==> config.mk <==
export PLATFORM = sky130hd
export DESIGN_NAME = conv_start_seq
export DESIGN_NICKNAME = d
export VERILOG_FILES = /design/src/rtl/conv_pkg.sv /design/src/rtl/conv_start_seq_cycle_cnt.sv /design/src/rtl/conv_start_seq.sv
export SDC_FILE = /design/constraint.sdc
export NUM_CORES = 1
export LEC_CHECK = 0
export BUFFER_PORTS_ARGS = -buffer_cell sky130_fd_sc_hd__buf_2
export CORE_MARGIN = 3
export CORE_UTILIZATION = 48
export DETAILED_ROUTE_END_ITERATION = 16
export PLACE_DENSITY = 0.75
export SYNTH_ARGS = -nofsm -noshare
export SYNTH_HDL_FRONTEND = slang
export SYNTH_SLANG_ARGS = --single-unit
export TNS_END_PERCENT = 10
==> constraint.sdc <==
create_clock -name clk -period 2 [get_ports clk]
set_input_delay 0.2 -clock clk [delete_from_list [all_inputs] [get_ports clk]]
set_output_delay 0.2 -clock clk [all_outputs]
set_load 0.01 [all_outputs]
==> src/rtl/conv_pkg.sv <==
// conv_pkg: shared state encoding for the convolution start sequencer.
package conv_pkg;
  typedef enum logic [2:0] {
    IDLE     = 3'd0,
    CLR_ST   = 3'd1,
    START_ST = 3'd2,
    RUN_ST   = 3'd3,
    FIN      = 3'd4,
    HOLD     = 3'd5
  } start_seq_state_t;
endpackage

==> src/rtl/conv_start_seq_cycle_cnt.sv <==
// cycle_cnt: loadable down-counter with a zero flag.
module cycle_cnt #(
  parameter int W = 4
) (
  input  logic         clk,
  input  logic         rst,
  input  logic         load,
  input  logic         dec,
  input  logic [W-1:0] load_val,
  output logic         zero
);
  logic [W-1:0] cnt;
  always_ff @(posedge clk)
    cnt <= rst ? '0 : load ? load_val : (dec && cnt != '0) ? cnt - 1'b1 : cnt;
  assign zero = cnt == '0;
endmodule

==> src/rtl/conv_start_seq.sv <==
// conv_start_seq: CLR/start sequencer over N_CH channels and num_runs passes.
// Optional done watchdog enabled by defining CONV_START_SEQ_TIMEOUT_EN.
module conv_start_seq
  import conv_pkg::*;
#(
  parameter int N_CH           = 4,
  parameter int CLR_CYCLES     = 1,
  parameter int CNT_W          = 8,
  parameter int TIMEOUT_CYCLES = 1024,
  localparam int CHW           = N_CH > 1 ? $clog2(N_CH) : 1
) (
  input  logic             clk,
  input  logic             rst,
  input  logic             En,
  input  logic [CNT_W-1:0] num_runs,
  input  logic [N_CH-1:0]  done,
  output logic             CLR,
  output logic [N_CH-1:0]  start,
  output logic [CHW-1:0]   ch_idx,
  output logic [CNT_W-1:0] run_idx,
  output logic             busy,
  output logic             finished,
  output logic             timeout
);
  localparam int CW = CLR_CYCLES > 1 ? $clog2(CLR_CYCLES) : 1;
  start_seq_state_t state, state_n;
  logic [CHW-1:0] ch_q, ch_n;
  logic [CNT_W-1:0] run_q, run_n, runs_q, runs_n;
  logic clr_zero, done_act, last_ch, last_run, wd_exp;
  if (N_CH < 1 || CLR_CYCLES < 1 || TIMEOUT_CYCLES < 1) begin : g_bad_param
    $error("conv_start_seq: N_CH, CLR_CYCLES and TIMEOUT_CYCLES must be >= 1");
  end
  // Counter reloads whenever CLR_ST is not active, so every entry starts a fresh pulse.
  cycle_cnt #(.W(CW)) u_clr (
    .clk(clk), .rst(rst), .load(state != CLR_ST), .dec(state == CLR_ST),
    .load_val(CW'(CLR_CYCLES - 1)), .zero(clr_zero)
  );
`ifdef CONV_START_SEQ_TIMEOUT_EN
  localparam int WW = TIMEOUT_CYCLES > 1 ? $clog2(TIMEOUT_CYCLES) : 1;
  logic wd_zero, to_q;
  cycle_cnt #(.W(WW)) u_wd (
    .clk(clk), .rst(rst), .load(state != RUN_ST), .dec(state == RUN_ST),
    .load_val(WW'(TIMEOUT_CYCLES - 1)), .zero(wd_zero)
  );
  assign wd_exp = wd_zero;
  always_ff @(posedge clk)
    if (rst) to_q <= 1'b0;
    else if (state == IDLE && En) to_q <= 1'b0;
    else if (state == RUN_ST && En && !done_act && wd_zero) to_q <= 1'b1;
  assign timeout = to_q;
`else
  assign wd_exp  = 1'b0;
  assign timeout = 1'b0;
`endif
  assign done_act = |(done & (N_CH'(1) << ch_q));
  assign last_ch  = ch_q == CHW'(N_CH - 1);
  assign last_run = run_q == runs_q - 1'b1;
  always_comb begin
    state_n = state;
    ch_n    = ch_q;
    run_n   = run_q;
    runs_n  = runs_q;
    case (state)
      IDLE: if (En) begin
        state_n = CLR_ST;
        runs_n  = num_runs == '0 ? CNT_W'(1) : num_runs;
      end
      CLR_ST:   state_n = !En ? IDLE : clr_zero ? START_ST : CLR_ST;
      START_ST: state_n = En ? RUN_ST : IDLE;
      RUN_ST:
        if (!En) state_n = IDLE;
        else if (done_act) begin
          if (!last_ch) begin
            ch_n    = ch_q + 1'b1;
            state_n = CLR_ST;
          end else if (!last_run) begin
            ch_n    = '0;
            run_n   = run_q + 1'b1;
            state_n = CLR_ST;
          end else state_n = FIN;
        end else if (wd_exp) state_n = HOLD;
      FIN:     state_n = HOLD;
      HOLD:    state_n = En ? HOLD : IDLE;
      default: state_n = IDLE;
    endcase
    if (state_n == IDLE) begin
      ch_n  = '0;
      run_n = '0;
    end
  end
  always_ff @(posedge clk)
    if (rst) begin
      state  <= IDLE;
      ch_q   <= '0;
      run_q  <= '0;
      runs_q <= '0;
    end else begin
      state  <= state_n;
      ch_q   <= ch_n;
      run_q  <= run_n;
      runs_q <= runs_n;
    end
  assign busy     = state inside {CLR_ST, START_ST, RUN_ST};
  assign CLR      = state == CLR_ST;
  assign start    = state == START_ST ? N_CH'(1) << ch_q : '0;
  assign ch_idx   = busy ? ch_q : '0;
  assign run_idx  = busy ? run_q : '0;
  assign finished = state == FIN;
endmodule

# After elaboration in Yosys (flattened, before gate mapping)
# Cells that the tools add are included.
# op_classes
mux	16
shift	1
n_eq_ne	9
n_reduce_logical	11
bitwise	2
add_sub_neg	4
# op_table
cell	count
two-way mux 3 bit	6
case mux 3 bit (6 select lines)	1
two-way mux 8 bit	2
two-way mux 2 bit	6
adder 8 x 1 -> 8 bit (second input constant)	1
equality test 8 bit	1
zero test 8 bit	1
subtractor 8 x 1 -> 8 bit (second input constant)	1
equality test 3 x 2 -> 1 bit (second input constant)	2
equality test 3 bit (second input constant)	2
zero test 3 bit	2
AND reduction 5 bit	1
AND 4 bit	1
two-way mux 4 bit	1
AND reduction 4 bit	1
OR reduction 2 bit	2
OR reduction 4 bit	1
<< shifter 1 x 2 -> 4 bit (first input constant)	1
equality test 3 x 1 -> 1 bit (second input constant)	1
inequality test 3 x 1 -> 1 bit (second input constant)	1
nonzero test 3 bit	1
adder 2 x 1 -> 2 bit (second input constant)	1
equality test 2 bit (second input constant)	1
inequality test 2 bit (second input constant)	1
other kinds (4)	4
# totals
regBits	22
output_inout_bits	18
inputBits	15
elab_cells	48

# Longest topological paths before layout
# Gate-level depths: netlist of the first run.
# depth
ltp_word	9
ltp_mapped	9
mapped_depth_nobuf	8

# Modules after synthesis
# Synthesis of the first run repeated with hierarchy kept, for this count alone.
# hier_totals
hier_cells	197
area_unflattened_um2	1526.5
# modules_own_cells
module	instances	seq_area_each_um2	area_per_inst_um2	cells_each
conv_start_seq	1	420.4	1478.9	193
cycle_cnt	1	20.0	47.5	4

# Worst setup path after synthesis of the first run
# OpenSTA, ideal clock, no wires.
# synth_path
kind	register -> register
start	register runs_q[0]
end	register ch_q[0]
setup_time_ns	0.080
slack_ns	-0.057
t_required_ns	1.920
path_buffers	1
stages_incl_launch_ff	10
arrival_time_ns	1.977
synth_period_minus_slack_ns	2.057
cell_sequence	dfxtp_1 > inv_1 > ha_1 > nor3b_1 > xnor2_1 > o2111ai_1 > a211o_1 > o31a_1 > buf_6 > a22oi_1
# synth_via
elab_chain_cells	9
elab_cells_between_ends	11
classes_between	add/sub: 1; eq/ne: 2; mux: 5; reduce/logical: 3
# synth_rtl
element	line_no	source
start, declared	conv_start_seq.sv:28	logic [CNT_W-1:0] run_q, run_n, runs_q, runs_n;
start signal, assigned	conv_start_seq.sv:101	runs_q <= runs_n;
subtractor 8 x 1 -> 8 bit (*)	conv_start_seq.sv:57	assign last_run = run_q == runs_q - 1'b1;
equality test 8 bit (*)	conv_start_seq.sv:57	
two-way mux 3 bit	conv_start_seq.sv:76	end else if (!last_run) begin
two-way mux 3 bit	conv_start_seq.sv:73	if (!last_ch) begin
two-way mux 3 bit	conv_start_seq.sv:72	else if (done_act) begin
two-way mux 3 bit	conv_start_seq.sv:71	if (!En) state_n = IDLE;
case mux 3 bit (6 select lines)	conv_start_seq.sv:63	case (state)
zero test 3 bit	conv_start_seq.sv:86	if (state_n == IDLE) begin
OR reduction 2 bit (no source line)	n/a	
end signal, assigned	conv_start_seq.sv:99	ch_q <= ch_n;
end, declared	conv_start_seq.sv:27	logic [CHW-1:0] ch_q, ch_n;
# Mark *: on every way between the ends. The rest lies on a longest branch, timed or not.
# A chain may end at the register's enable or synchronous reset.

# Worst setup path in the final report of the first run
# layout_path
start	register runs_q[0]
end	register run_q[6]
# layout_via
elab_chain_cells	9
elab_cells_between_ends	11
classes_between	add/sub: 1; eq/ne: 1; mux: 5; bitwise: 1; reduce/logical: 3
# layout_rtl
element	line_no	source
subtractor 8 x 1 -> 8 bit (*)	conv_start_seq.sv:57	
equality test 8 bit (*)	conv_start_seq.sv:57	
two-way mux 3 bit	conv_start_seq.sv:76	
two-way mux 3 bit	conv_start_seq.sv:73	
two-way mux 3 bit	conv_start_seq.sv:72	
two-way mux 3 bit	conv_start_seq.sv:71	
case mux 3 bit (6 select lines)	conv_start_seq.sv:63	
zero test 3 bit	conv_start_seq.sv:86	
OR reduction 2 bit (no source line)	n/a	
end signal, assigned	conv_start_seq.sv:100	run_q <= run_n;
end, declared	conv_start_seq.sv:28	
# Marked as above.

==> out/metrics.csv, run 1 <==
metric;value;unit
status;finished with violations;
violations;setup timing;
postSynthCellCount;184;
place_area;1830;sq um
fin_nets;261;
root_buffer;clkbuf_4;
diodes;0;
clk_latency;0.32;ns
holdBufCountCts;0;
seq_area_frac_synth;29.1;%
drc;0;
synth_area;1510;sq um
grt_max_degree;13;
synth_cell_type_count;48;
maxCapViolCount;0;
synthTopCellsByArea;dfxtp_1, a22oi_1, and2_1, ha_1, nand2_1;
netlist.area_leader.share;29.1;%
grt_first_pass_wirelength;7.20;mm
dieArea;3860;sq um
fp.dieW;62.1;um
ys.flop_type;dfxtp_1;
fmax;467;MHz
grt_pass1_vias;1576;
crit_path_max_fanout;6;
syn2layout_area_growth;35.0;%
yosysWarnings;0;
numCtsBuffers;3;
rows;19;
syn_avg_cell_area;8.21;sq um
avgRoutedWirePerCell;15.6;um
synth.ff_latch_count;22;
io_buffer_count;31;
clk_pin_slew;0.13;ns
slew_violations;0;
critPathKind;reg2reg;
worst_setup_path_end_kind;flop;
post-route-period-util;107;%
first_iter_violations;145;
gr-total-overflow;0;
final_cell_mix;buf_2, buf_4, nand2_1;
layout_setup_ws;-0.141;ns
hold_viol_final;0;
htreeDepth;1;
clockBufferDepth;2;
async_flop_share;0;%
drt-total-wl;4.40;mm
cp.required;2.26;ns
cp-start-kind;flop;
antenna_found_initial;0;
drive_above_1_share;37.7;%
initial_core_util;52.5;%
grt_use_total;22.7;%
power.leakage;0.885;nW
ant_nets;0;
dp_hpwl;3.09;mm
tritoncts;yes;
finish.instance_area;2040;sq um
ios;33;
fp.coreArea;2880;sq um
holdCritPathClass;in2reg;
arrival;2.41;ns
peakVddDrop;0.000341;V
synth_edf_count;0;
final_common_cell;buf_2;
place.gp.congestion;0.845;
yosysTopAreaCell;dfxtp_1;
finClkSkew;0.00698;ns
fin_tns_setup;-1.03;ns
die_h;62.1;um
fin_crit;2.14;ns
cellPowerDensity;475;nW/um^2
vias;1618;
setup_viol;10;
grt_setup_unrepaired;yes;
vias_per_cell;5.76;
cts_sinks;22;
firstDrtPassIters;5;
==> where the power goes <==
group	switching [W]	total, W	internal (W)	leakage, nW
combinational	0.000127	0.000242	0.000115	0.683
sequential	0.0000217	0.000473	0.000452	0.182
clock	0.000143	0.000254	0.000111	0.0210
==> stage by stage <==
stage,utilization [%],hold WS (ns),worst slack (ns),total power [W],cells
global route,70.9,0.115,-0.272,0.00101,281
floorplan,-,0.336,0.00452,0.000595,185
CTS,69.2,0.113,-0.106,0.000944,279
detailed placement,63.5,0.460,-0.204,0.000656,269
finish,70.9,0.115,-0.141,0.000970,281
global placement,63.5,0.454,-0.105,0.000646,269
==> worst max-delay path, cell delays in order, from the launching register on <==
cell       delay [ns]
dfxtp_4          0.39
inv_4            0.06
ha_4             0.14
nor3b_4          0.23
xnor2_2          0.17
o2111ai_4        0.17
buf_6            0.16
a211oi_4         0.34
buf_4            0.19
o21a_1           0.12
a2bb2oi_2        0.13
==> worst paths after layout <==
| path | from | cells past startpoint | to | slack, ns |
|---|---|---|---|---|
| setup reg to reg | runs_q[0] | 10 | run_q[6] | -0.14 |
| setup / recovery | runs_q[0] | 10 | run_q[6] | -0.14 |
| hold reg to reg | runs_q[7] | 2 | runs_q[7] | 0.50 |
| hold / removal | num_runs[4] | 3 | runs_q[4] | 0.12 |
==> sequential cells by signal (all words and copies together) (netlist names) <==
name       flops
ch_q           2
runs_q         8
state          3
run_q          8
u_clr.cnt      1
==> synthesized netlist by cell type, drive strengths merged (2+ instances only) <==
| cell | instances |
|---|---|
| nor2b | 2 |
| ha | 6 |
| or3 | 4 |
| nand4 | 3 |
| nor3b | 4 |
| o21ai | 6 |
| inv | 9 |
| o21a | 2 |
| dfxtp | 22 |
| nor4 | 2 |
| and2 | 12 |
| or4 | 5 |
| and3 | 4 |
| clkbuf | 5 |
| a22oi | 12 |
| nand2 | 20 |
| a21oi | 11 |
| a211oi | 2 |
| xor2 | 7 |
| or3b | 3 |
| o31ai | 4 |
| xnor2 | 3 |
| o2111ai | 2 |
| buf | 4 |
| nand3 | 3 |
| nor3 | 8 |
| nor2 | 8 |
==> area by class of cell <==
type | instances | area [sq um]
Clock buffer | 4 | 36.3
Fill cell | 206 | 836
Inverter | 9 | 38.8
Multi-Input combinational cell | 146 | 1090
Sequential cell | 22 | 452
Tap cell | 42 | 52.6
Timing Repair Buffer | 58 | 369
==> repair_timing <==
item / in CTS / in global routing
pin swaps: 16 / 8
gates cloned: 1 / 0
gates resized for setup: 22 / 7
endpoints found under the setup margin: 11 / 11
buffers inserted: 7 / 2
==> cell families (layout without fill, tap and decap cells) <==
family / count (synthesis) / in the layout / synth area share [%]
simple gates: 79 / 79 / 30.6
fa+ha+maj: 6 / 6 / 4.97
flops: 22 / 22 / 29.1
compound gates: 47 / 48 / 22.4
buf+inv: 18 / 71 / 5.79
mux: 1 / 1 / 0.993
xor+xnor: 10 / 10 / 5.80
other cells: 1 / 2 / 0.248
==> per-layer routing <==
metal | vias to the layer above | track usage (%) | share of wire (%)
met3 | 8 | 3.60 | 5.7
met1 | 781 | 26.7 | 39
met4 | 0 | 6.35 | 1.3
met2 | 51 | 42.3 | 54
li1 | 778 | - | -
met5 | - | 0 | 0
No activity file was read; power rests on OpenSTA's default activity.
==> run 2, diff against run 1 <==
--- a/config.mk
+++ b/config.mk
@@ -6,10 +6,12 @@
 export NUM_CORES = 1
 export LEC_CHECK = 0
 export BUFFER_PORTS_ARGS = -buffer_cell sky130_fd_sc_hd__buf_2
+export CELL_PAD_IN_SITES_DETAIL_PLACEMENT = 0
+export CELL_PAD_IN_SITES_GLOBAL_PLACEMENT = 1
 export CORE_MARGIN = 3
-export CORE_UTILIZATION = 48
+export CORE_UTILIZATION = 36
 export DETAILED_ROUTE_END_ITERATION = 16
-export PLACE_DENSITY = 0.75
+export PLACE_DENSITY_LB_ADDON = 0.1
 export SYNTH_ARGS = -nofsm -noshare
 export SYNTH_HDL_FRONTEND = slang
 export SYNTH_SLANG_ARGS = --single-unit
==> constraint.sdc (replaced) <==
create_clock -name clk -period 2 [get_ports clk]
set_input_delay 0.2 -clock clk [delete_from_list [all_inputs] [get_ports clk]]
set_output_delay 0.2 -clock clk [all_outputs]
set_load 0.05 [all_outputs]
==> run 2 against run 1 <==
The flow still finishes with violations (setup timing); clock power is 11% higher; non-clock buffer count grew 11; total power grew 1.5%; flip-flop and latch count unchanged; highest routed layer unchanged.
==> out/metrics.csv, run 2 (synthesized netlist as in run 1, its figures left out) <==
metric;value;unit
first_iter_violations;53;
dieArea;5010;sq um
peakVddDrop;0.000198;V
use_met3;2.56;%
dp_slack;-0.301;ns
die_h;70.8;um
status;finished with violations;
grt_setup_unrepaired;yes;
layout_setup_ws;-0.224;ns
register_area;447;sq um
io_buffer_count;31;
fin_crit;2.22;ns
clk_pin_slew;0.08;ns
vias_per_cell;5.38;
final_common_cell;buf_4;
cp-start-kind;flop;
vias;1598;
multi_input_area;1100;sq um
fp.coreArea;3850;sq um
grt_first_pass_wirelength;7.36;mm
critPathKind;reg2reg;
root_buffer;clkbuf_8;
maxCapViolCount;0;
use_met2;31.4;%
use_met1;21.9;%
fin_nets;272;
firstDrtPassIters;4;
drc;0;
min_to;runs_q[1];
whs_path_depth;3;
final_core_util;56.1;%
drive_above_1_share;43.8;%
initial_core_util;39.2;%
setup_viol;10;
grt_pass1_vias;1607;
post-route-period-util;111;%
holdBufCountCts;0;
avgRoutedWirePerCell;14.5;um
reg_top3;run_q (8), runs_q (8), state (3);
crit_path_max_fanout;6;
clockBufferDepth;2;
ant_nets;0;
worst_setup_path_end_kind;flop;
place.gp.congestion;0.817;
reg2regPathDepth;9;
hp-start;num_runs[1];
tritoncts;yes;
fmax;450;MHz
holdCritPathClass;in2reg;
timing.rr.end;run_q[5];
dp_hpwl;3.12;mm
cts_sinks;22;
grt_busiest_layer;met2;
final_cell_mix;buf_4, buf_2, nand2_1;
antenna_found_initial;0;
power.leakage;0.959;nW
slew_violations;0;
cp.required;2.19;ns
hold_viol_final;0;
r2r_slack;-0.22;ns
fp.dieW;70.8;um
diodes;0;
reg2reg_from;runs_q[0];
drt-total-wl;4.32;mm
cellPowerDensity;455;nW/um^2
arrival;2.42;ns
numCtsBuffers;3;
grt_max_degree;12;
fill_cells;370;
ios;33;
finClkSkew;0.00126;ns
rows;22;
syn2layout_area_growth;43.0;%
grt_use_total;17.5;%
clk_latency;0.26;ns
htreeDepth;1;
gr-total-overflow;0;
violations;setup timing;
-- run 2: cell types whose count changed in the layout (fill, tap and decap cells not counted), moves of 2 or more --
cell,delta
a211oi_4,-2
a22oi_1,-7
a22oi_2,+7
buf_12,+2
buf_4,+10
clkbuf_4,-3
clkbuf_8,+2
dfxtp_1,+2
inv_2,+2
or4_1,-3
or4_4,+3
-- run 2: how the worst max path moves through the flow --
| stage | slack, ns | startpoint | depth (start not counted) | to |
|---|---|---|---|---|
| floorplan | -0.06 | runs_q[0] | 9 | ch_q[0] |
| global placement | -0.24 | runs_q[0] | 9 | run_q[4] |
| detailed placement | -0.30 | runs_q[0] | 9 | run_q[4] |
| CTS | -0.18 | runs_q[1] | 8 | run_q[3] |
| global route | -0.31 | runs_q[0] | 9 | run_q[5] |
| finish | -0.22 | runs_q[0] | 9 | run_q[5] |
-- run 2: timing repair --
action	in CTS	in global routing
gates cloned	0	1
pin swaps	3	18
gates resized for setup	7	24
endpoints found under the setup margin	11	11
setup buffers	3	2
-- run 2: power by group --
group          internal [W]  switching (W)  total (W)  leakage, nW
logic              0.000110       0.000124   0.000235        0.757
clock network      0.000134       0.000147   0.000281       0.0216
registers          0.000451      0.0000171   0.000468        0.181
total              0.000696       0.000288   0.000984        0.959
-- run 2: per-stage QoR --
step / cell area (sq um) / total power [W] / hold WS (ns) / std cells / setup TNS [ns]
4_1_cts: 2030 / 0.000958 / 0.185 / 294 / -1.65
2_1_floorplan: 1520 / 0.000606 / 0.336 / 185 / -0.504
5_1_grt: 2160 / 0.00103 / 0.184 / 297 / -2.73
3_5_place_dp: 1940 / 0.000680 / 0.462 / 288 / -2.97
3_3_place_gp: 1940 / 0.000674 / 0.448 / 288 / -2.22
6_report: 2160 / 0.000984 / 0.182 / 297 / -1.80
-- run 2: final cells by class --
cell class / instances / share of cell area, %
multi-input cells: 146 / 51.1
repair buffers: 69 / 21.9
flip-flops and latches: 22 / 20.7
well taps: 48 / 2.78
clock buffers: 3 / 1.91
inverters: 9 / 1.68
-- run 2: critical path, cell delays in order (launching register included) --
cell,delay [ns]
dfxtp_4,0.38
inv_4,0.04
ha_4,0.15
buf_6,0.11
xor2_2,0.13
xnor2_1,0.21
o2111ai_1,0.15
a211o_1,0.37
o31a_4,0.42
a22oi_2,0.18
-- run 2: metal layers --
layer,up-vias,wire (um)
met5,-,0
li1,796,-
met3,6,169
met2,34,2170
met1,762,1940
met4,0,48
